File: config.mk
export PLATFORM = sky130hd
export DESIGN_NAME = rr_arbiter_4
export DESIGN_NICKNAME = d
export VERILOG_FILES = /design/src/rtl/rr_arbiter_4_pkg.sv /design/src/rtl/rr_arbiter_4_decoder.sv /design/src/rtl/rr_arbiter_4.sv
export SDC_FILE = /design/constraint.sdc
export NUM_CORES = 1
export LEC_CHECK = 0
export CAP_MARGIN = 15
export CELL_PAD_IN_SITES_DETAIL_PLACEMENT = 0
export CELL_PAD_IN_SITES_GLOBAL_PLACEMENT = 1
export CORE_ASPECT_RATIO = 1.5
export CORE_UTILIZATION = 37
export DETAILED_ROUTE_END_ITERATION = 12
export GPL_TIMING_DRIVEN = 0
export PLACE_DENSITY = 0.87
export SETUP_SLACK_MARGIN = 0.5
export SLEW_MARGIN = 20
export SYNTH_ARGS = -nofsm -noshare
export SYNTH_HDL_FRONTEND = slang
export SYNTH_SLANG_ARGS = --single-unit
File: constraint.sdc
create_clock -name clk -period 1.99 [get_ports clk]
set_input_delay 0.398 -clock clk [delete_from_list [all_inputs] [get_ports clk]]
set_output_delay 0.398 -clock clk [all_outputs]
set_load 0.005 [all_outputs]
File: src/rtl/rr_arbiter_4_pkg.sv
// Shared types and constants for the 4-requester round-robin arbiter.
package rr_arbiter_4_pkg;

    // Number of requesters and the width of a requester index.
    localparam int unsigned NUM_REQ = 4;
    localparam int unsigned IDX_W   = 2;

    // Hold counter width: large enough for hold limits up to 15.
    localparam int unsigned HOLD_W  = 4;

    typedef logic [IDX_W-1:0]   idx_t;
    typedef logic [NUM_REQ-1:0] req_vec_t;
    typedef logic [HOLD_W-1:0]  hold_cnt_t;

    // Arbiter FSM: no owner, or exactly one owner.
    typedef enum logic {
        IDLE  = 1'b0,
        GRANT = 1'b1
    } arb_state_e;

    // Requester index arithmetic; the 2-bit result wraps 3 -> 0 naturally.
    function automatic idx_t idx_add(input idx_t base, input idx_t offset);
        return base + offset;
    endfunction

endpackage

File: src/rtl/rr_arbiter_4_decoder.sv
// One-hot grant decode: turns the owner index into a 4-bit grant vector.
module grant_decoder_2to4
    import rr_arbiter_4_pkg::*;
(
    input  logic [IDX_W-1:0]   idx,
    input  logic               en,
    output logic [NUM_REQ-1:0] onehot
);

    // Decode the owner index; all-zero whenever no grant is active.
    always_comb begin
        // NOTE: assigning a default before any conditional write keeps this block free of inferred latches.
        onehot = '0;
        if (en) begin
            onehot[idx] = 1'b1;
        end
    end

endmodule

File: src/rtl/rr_arbiter_4.sv
// Round-robin arbiter for four requesters with a per-grant hold limit.
// A grant lasts while the owner keeps its request high, up to MAX_HOLD
// cycles; at least one idle cycle always separates consecutive grants.
module rr_arbiter_4
    import rr_arbiter_4_pkg::*;
#(
    // Maximum consecutive grant cycles for one owner; legal range 1..15.
    parameter int unsigned MAX_HOLD = 8
) (
    input  logic               clk,
    input  logic               rst,
    input  logic [NUM_REQ-1:0] req,
    output logic [NUM_REQ-1:0] gnt,
    output logic [IDX_W-1:0]   gnt_id,
    output logic               gnt_valid,
    output logic               tmo
);

    // Value of hold_cnt on the last cycle an owner may keep the grant.
    localparam hold_cnt_t HOLD_LAST = hold_cnt_t'(MAX_HOLD - 1);

    arb_state_e state_q,    state_d;
    idx_t       owner_q,    owner_d;
    idx_t       ptr_q,      ptr_d;
    hold_cnt_t  hold_cnt_q, hold_cnt_d;
    logic       tmo_q,      tmo_d;

    logic       scan_hit;
    idx_t       scan_idx;
    logic       owner_req;

    // Priority scan starting at ptr: first requesting index of ptr, ptr+1, ptr+2, ptr+3.
    always_comb begin
        idx_t cand;
        cand     = ptr_q;
        scan_hit = 1'b0;
        scan_idx = ptr_q;
        for (int unsigned i = 0; i < NUM_REQ; i++) begin
            cand = idx_add(ptr_q, idx_t'(i));
            if (!scan_hit && req[cand]) begin
                scan_hit = 1'b1;
                scan_idx = cand;
            end
        end
    end

    // Only the current owner's request line matters while a grant is held.
    assign owner_req = req[owner_q];

    // Next-state logic: grant on a hit in IDLE, release on drop or hold limit.
    always_comb begin
        state_d    = state_q;
        owner_d    = owner_q;
        ptr_d      = ptr_q;
        hold_cnt_d = hold_cnt_q;
        tmo_d      = 1'b0;

        case (state_q)
            IDLE: begin
                if (scan_hit) begin
                    state_d    = GRANT;
                    owner_d    = scan_idx;
                    hold_cnt_d = '0;
                end
            end

            GRANT: begin
                hold_cnt_d = hold_cnt_q + hold_cnt_t'(1);
                if (!owner_req) begin
                    // Voluntary release wins even on the hold-limit cycle, so no tmo here.
                    state_d = IDLE;
                    ptr_d   = idx_add(owner_q, idx_t'(1));
                end else if (hold_cnt_q == HOLD_LAST) begin
                    // Owner still wants the resource but has used its full budget.
                    state_d = IDLE;
                    ptr_d   = idx_add(owner_q, idx_t'(1));
                    tmo_d   = 1'b1;
                end
            end

            default: begin
                state_d = IDLE;
            end
        endcase
    end

    // State registers with synchronous reset; owner index is kept while idle.
    always_ff @(posedge clk) begin
        // NOTE: sequential state uses non-blocking assignments so every flop samples pre-edge values.
        if (rst) begin
            state_q    <= IDLE;
            owner_q    <= '0;
            ptr_q      <= '0;
            hold_cnt_q <= '0;
            tmo_q      <= 1'b0;
        end else begin
            state_q    <= state_d;
            owner_q    <= owner_d;
            ptr_q      <= ptr_d;
            hold_cnt_q <= hold_cnt_d;
            tmo_q      <= tmo_d;
        end
    end

    // All outputs come straight from flops (the decode is a pure function of them).
    assign gnt_valid = (state_q == GRANT);
    assign gnt_id    = owner_q;
    assign tmo       = tmo_q;

    grant_decoder_2to4 u_decoder (
        .idx    (owner_q),
        .en     (gnt_valid),
        .onehot (gnt)
    );

endmodule

==> impl_metrics.ini, run 1 <==
[run_status]
status = finished, final reports clean

[route]
drt_iter0_drc = 21
vias = 682
wirelength_um = 1780
drtPass1Iterations = 4
ant_nets = 0
viasPerCell = 5.41
drc_errors = 0
wire_per_inst_um = 14.1

[critical_path]
critical_path.max_stage_delay_ps = 400
critical_path_arrival_ps = 1130
reg2reg_slack_ps = 500
end_kind = output pin
path_cells = inv_4, ha_2, and2_1, buf_2
crit_fanout = 6
rr_startpoint = gnt_id[0]$_SDFFE_PP0P_
endpoint = gnt[1]
worstSetupStartpointType = flip-flop
path_class = reg -> out
reg2reg_depth = 4
crit_path_top_delay_cell = dfxtp_4
worstPathRequired_ps = 1590
cp-startpoint = gnt_id[1]$_SDFFE_PP0P_
rr_endpoint = ptr_q[0]$_SDFFE_PP0P_

[timing]
fmax_mhz = 654
whs_ps = 488
max-slew-margin-rel_pct = 78.1
period_share_pct = 76.8
setup_ws_ps = 461
min_period_ps = 1530
final_max_slew_viol_count = 0
rsz0062_at_grt = true
clock_skew_ps = 4.79
tightest_slew_ps = 326
hold_viol_final = 0
setup_violations = 0

[die]
start_util_pct = 39.6
num_rows = 19
die_y_um = 56.2
fp.dieW_um = 38.1
ios = 14
die-area_um2 = 2140
core_um2 = 1830

[clocking]
cts_buffer_depth = 2
htree_levels = 1
cts_sinks = 10
insertion_delay_ps = 270
cts_hold_buf = 0
clock_tree.root_cell = clkbuf_4
cts_tree = built
cts_buffers = 3
clk_pin_slew_worst_paths_ps = 70

[global_route]
grt_pass1_vias = 701
grtUsageTotal_pct = 20.1
grt.overflow.total = 0
grt_pass1_wl_um = 3070
grt_max_degree = 11
grt_antenna_before_repair = 0

[logic_synthesis]
synth_seq_cells = 10
synth_area_um2 = 724
synth_top_area_cell = dfxtp_1
yosysTopAreaCellShare_pct = 27.6
ys_types = 33
synth-edff-count = 0
synth-seq-area-share_pct = 27.6
async_flop_share_pct = 0
synth_area_per_cell_um2 = 9.06
syn_nets = 91
ys_warn_count = 0
synth_ff_type = dfxtp_1
syn_inst = 80
synth_area_leaders = dfxtp_1 (28%), ha_1 (8.6%), nand2b_1 (6.9%)

[worst_hold_path]
hp-class = reg -> reg

[placement]
dp_hpwl_um = 1200
globalplace.congestion = 0.708
dp_slack_ps = -105
port-buffer-count = 13

[cells_and_area]
final_common_cell = nand2b_1
final_nets = 117
syn2layout_area_growth_pct = 43.5
layout_common_cells = nand2b_1 (8), a21oi_1 (7), dfxtp_1 (7), buf_4 (7), dlygate4sd2_1 (6)
antenna_cells = 0
final_util_pct = 56.8
drive_gt1_share_pct = 35.2

[power]
p_leak_nw = 0.471
irDropWorstVdd_v = 0.000380
power_density_nw_per_um2 = 570

[job]
cap_violations = 0
registers in the layout, summed over array words and instances, names as in the netlist:
register,cells
gnt_id,2
gnt_valid,1
hold_cnt_q,4
ptr_q,2
tmo,1
layout make-up:
cell class                 instances  area (um2)
tap                               21        26.3
buffer                             3        33.8
multi-input combinational         64         541
sequential                        10         209
fill                             162         791
timing repair buffer              21         178
clock buffer                       4        36.3
inverter                           3        16.3
Yosys cell counts (all sizes together) (2+ instances only):
master and instances:
nand2b 8, nor2 3, dfxtp 10, nor4 2, o21ai 2, ha 5
mux2 4, o41ai 2, nand2 3, nor2b 3, a311oi 2, or2b 3
clkbuf 3, inv 3, nand4bb 2, a21oi 7, and2 4, nand3b 2
power by group:
part	switching, mW	internal [mW]
clock network	0.0762	0.111
registers	0.0189	0.212
logic	0.0726	0.102
how the worst min path moves through the flow:
stage | slack, ps | end | depth (start not counted) | from
after floorplan | 440 | hold_cnt_q[3]$_SDFFE_PP0P_ | 1 | hold_cnt_q[3]$_SDFFE_PP0P_
after global placement | 450 | hold_cnt_q[3]$_SDFFE_PP0P_ | 1 | hold_cnt_q[3]$_SDFFE_PP0P_
after detailed placement | 470 | hold_cnt_q[3]$_SDFFE_PP0P_ | 1 | hold_cnt_q[3]$_SDFFE_PP0P_
after CTS | 480 | hold_cnt_q[3]$_SDFFE_PP0P_ | 1 | hold_cnt_q[3]$_SDFFE_PP0P_
after global routing | 530 | hold_cnt_q[3]$_SDFFE_PP0P_ | 1 | hold_cnt_q[3]$_SDFFE_PP0P_
final | 490 | hold_cnt_q[3]$_SDFFE_PP0P_ | 1 | hold_cnt_q[3]$_SDFFE_PP0P_
per-layer routing:
layer / up-vias / routed length (um) / GRT usage (%)
met3: 4 / 40 / 3.60
met4: 0 / 41 / 9.18
met2: 9 / 943 / 34.9
li1: 349 / - / -
met5: - / 0 / 0
met1: 320 / 754 / 22.3
timing repair:
| action | CTS | global route |
|---|---|---|
| pin swaps | 3 | 3 |
| gates resized for setup | 43 | 8 |
| setup buffers | 7 | 1 |
| endpoints found under the setup margin | 16 | 10 |
critical path: cells and delay by family (launching register included):
family / cells / cell delay (ps)
adder cells (fa/ha/maj): 1 / 150
buffers and inverters: 2 / 170
flip-flops: 1 / 400
AND/OR/NAND/NOR: 1 / 140
stage by stage:
step	total power [mW]	TNS [ps]	cell area (um2)	std cells
after CTS	0.591	0	1010	125
after global routing	0.622	0	1040	126
final	0.593	0	1040	126
after global placement	0.364	-324	882	114
after detailed placement	0.369	-592	882	114
after floorplan	0.312	0	726	80
logic make-up (layout without fill, tap and decap cells):
kind of cell    count (synthesis)  count (layout)  synth area share (%)
fa+ha+maj                       5               5                  8.64
flops                          10              10                  27.6
compound gates                 19              19                  20.7
buf+inv                         6              31                  3.11
mux                             5               5                  8.12
simple gates                   35              35                  31.8
Power figures use the tool's default switching activity.
==> run 2: changes to the inputs <==
- clock period: 1.99 -> 1.5 ns (I/O delays scaled with it)
==> impl_metrics.ini, run 2 (same netlist as run 1, synthesis figures left out) <==
[power]
p_clk_share_pct = 24.9
power.total_uw = 822
p_seq_share_pct = 37.3
switching_share_pct = 31.5
irDropWorstVdd_v = 0.000569
internal-power_uw = 563
power_switching_uw = 259
p_leak_nw = 0.500
pwr-share-comb_pct = 37.7
power_density_nw_per_um2 = 685

[cells_and_area]
multi_input_area_um2 = 632
regArea_um2 = 211
largest_reg_flops = 4
antenna_cells = 0
fill_cells = 152
syn2layout_area_growth_pct = 65.6
max_flop_register = hold_cnt_q
final_common_cell = buf_6
final_util_pct = 65.6
drive_gt1_share_pct = 60.7
layout_common_cells = buf_6 (12), buf_2 (6), buf_4 (6)
final_nets = 124

[global_route]
grt_pass1_vias = 700
grt_max_degree = 11
grt_pass1_wl_um = 3240
grtUsageTotal_pct = 21.1
grt.overflow.total = 0
grt_antenna_before_repair = 0

[timing]
hold_viol_final = 0
clock_skew_ps = 0.846
fmax_mhz = 673
whs_ps = 459
final_max_slew_viol_count = 0
setup_ws_ps = 13.2
rsz0062_at_grt = true
min_period_ps = 1490
setup_violations = 0
period_share_pct = 99.1
tightest_slew_ps = 369
max-slew-margin-rel_pct = 75.3

[clocking]
htree_levels = 1
insertion_delay_ps = 270
cts_buffers = 3
cts_sinks = 10
cts_hold_buf = 0
cts_buffer_depth = 2
clock_tree.root_cell = clkbuf_4
clk_pin_slew_worst_paths_ps = 80
cts_tree = built

[route]
drc_errors = 0
drt_iter0_drc = 13
drtPass1Iterations = 4
wire_per_inst_um = 15.3
ant_nets = 0
viasPerCell = 5.44
vias = 724
wirelength_um = 2040

[placement]
port-buffer-count = 13
globalplace.congestion = 0.702
dp_slack_ps = -428

[critical_path]
reg2reg_slack_ps = 10
reg2reg_depth = 4
crit_fanout = 5
worstPathRequired_ps = 1670
rr_startpoint = gnt_id[0]$_SDFFE_PP0P_
critical_path_arrival_ps = 1650
end_kind = flip-flop
worstSetupStartpointType = flip-flop
rr_endpoint = ptr_q[0]$_SDFFE_PP0P_
path_class = reg -> reg

[worst_hold_path]
min_to = gnt_id[0]$_SDFFE_PP0P_
hold_depth = 3
worstHoldStart = req[1]
hp-class = in -> reg

[die]
num_rows = 19
die_y_um = 56.2
fp.dieW_um = 38.1
core_um2 = 1830
ios = 14
die-area_um2 = 2140
start_util_pct = 39.6

[job]
cap_violations = 0

[run_status]
status = finished, final reports clean
==> run 2: changes by cell type in the layout (fill, tap and decap cells not counted), moves of 3 or more <==
cell / previous run / this run
buf_6: 2 / 12
nand2b_4: 0 / 3
and2_4: 1 / 4
buf_2: 3 / 6
dlygate4sd2_1: 6 / 0
nand2b_1: 8 / 5
and2_1: 3 / 0
==> run 2: layer usage <==
layer / vias to the layer above / part of all wire [%] / wire, um / GRT usage (%)
li1: 363 / - / - / -
met1: 345 / 43 / 884 / 26.5
met2: 12 / 52 / 1060 / 34.6
met3: 4 / 2.3 / 46 / 2.80
met4: 0 / 2.0 / 40 / 8.67
met5: - / 0 / 0 / 0
==> run 2: power groups by stage <==
stage | registers [mW] | clock network [mW] | logic [mW]
after floorplan | 0.307 | 0 | 0.135
after global placement | 0.312 | 0 | 0.204
after detailed placement | 0.313 | 0 | 0.207
after CTS | 0.305 | 0.201 | 0.262
after global routing | 0.310 | 0.221 | 0.329
final | 0.307 | 0.205 | 0.310
==> run 2: final cells by class <==
type                       count  share of cell area [%]
sequential                    10                    17.6
tap                           21                    2.19
timing repair buffer          28                    20.4
inverter                       3                    1.15
clock buffer                   3                    1.88
clock inverter                 1                   0.313
multi-input combinational     64                    52.7
buffer                         3                    3.75
==> run 2: worst max-delay path: stages, from the launching register on <==
cell and delay [ps]:
dfxtp_4 390, buf_6 110, mux2_4 300, o221a_4 280, mux2_4 290
==> run 2: through the flow <==
step | area, um2 | std cells | TNS (ps)
after global routing | 1200 | 133 | -9.43
after detailed placement | 953 | 114 | -3020
after global placement | 953 | 114 | -3030
final | 1200 | 133 | 0
after floorplan | 797 | 80 | 0
after CTS | 1100 | 130 | 0
==> run 2: worst max-delay path by stage <==
stage | start | end | slack, ps | cells after the start
finish | gnt_id[0]$_SDFFE_PP0P_ | ptr_q[0]$_SDFFE_PP0P_ | 10 | 4
CTS | gnt_valid$_SDFF_PP0_ | gnt[3] | 10 | 4
detailed placement | req[0] | ptr_q[0]$_SDFFE_PP0P_ | -430 | 4
floorplan | gnt_id[0]$_SDFFE_PP0P_ | ptr_q[0]$_SDFFE_PP0P_ | 150 | 3
global route | gnt_id[0]$_SDFFE_PP0P_ | ptr_q[0]$_SDFFE_PP0P_ | -9 | 4
global placement | req[0] | ptr_q[0]$_SDFFE_PP0P_ | -420 | 4
==> run 2: timing repair <==
action / CTS / global route
pin swaps: 5 / 5
setup endpoints to repair: 18 / 18
setup buffers: 12 / 3
resized for setup: 64 / 22
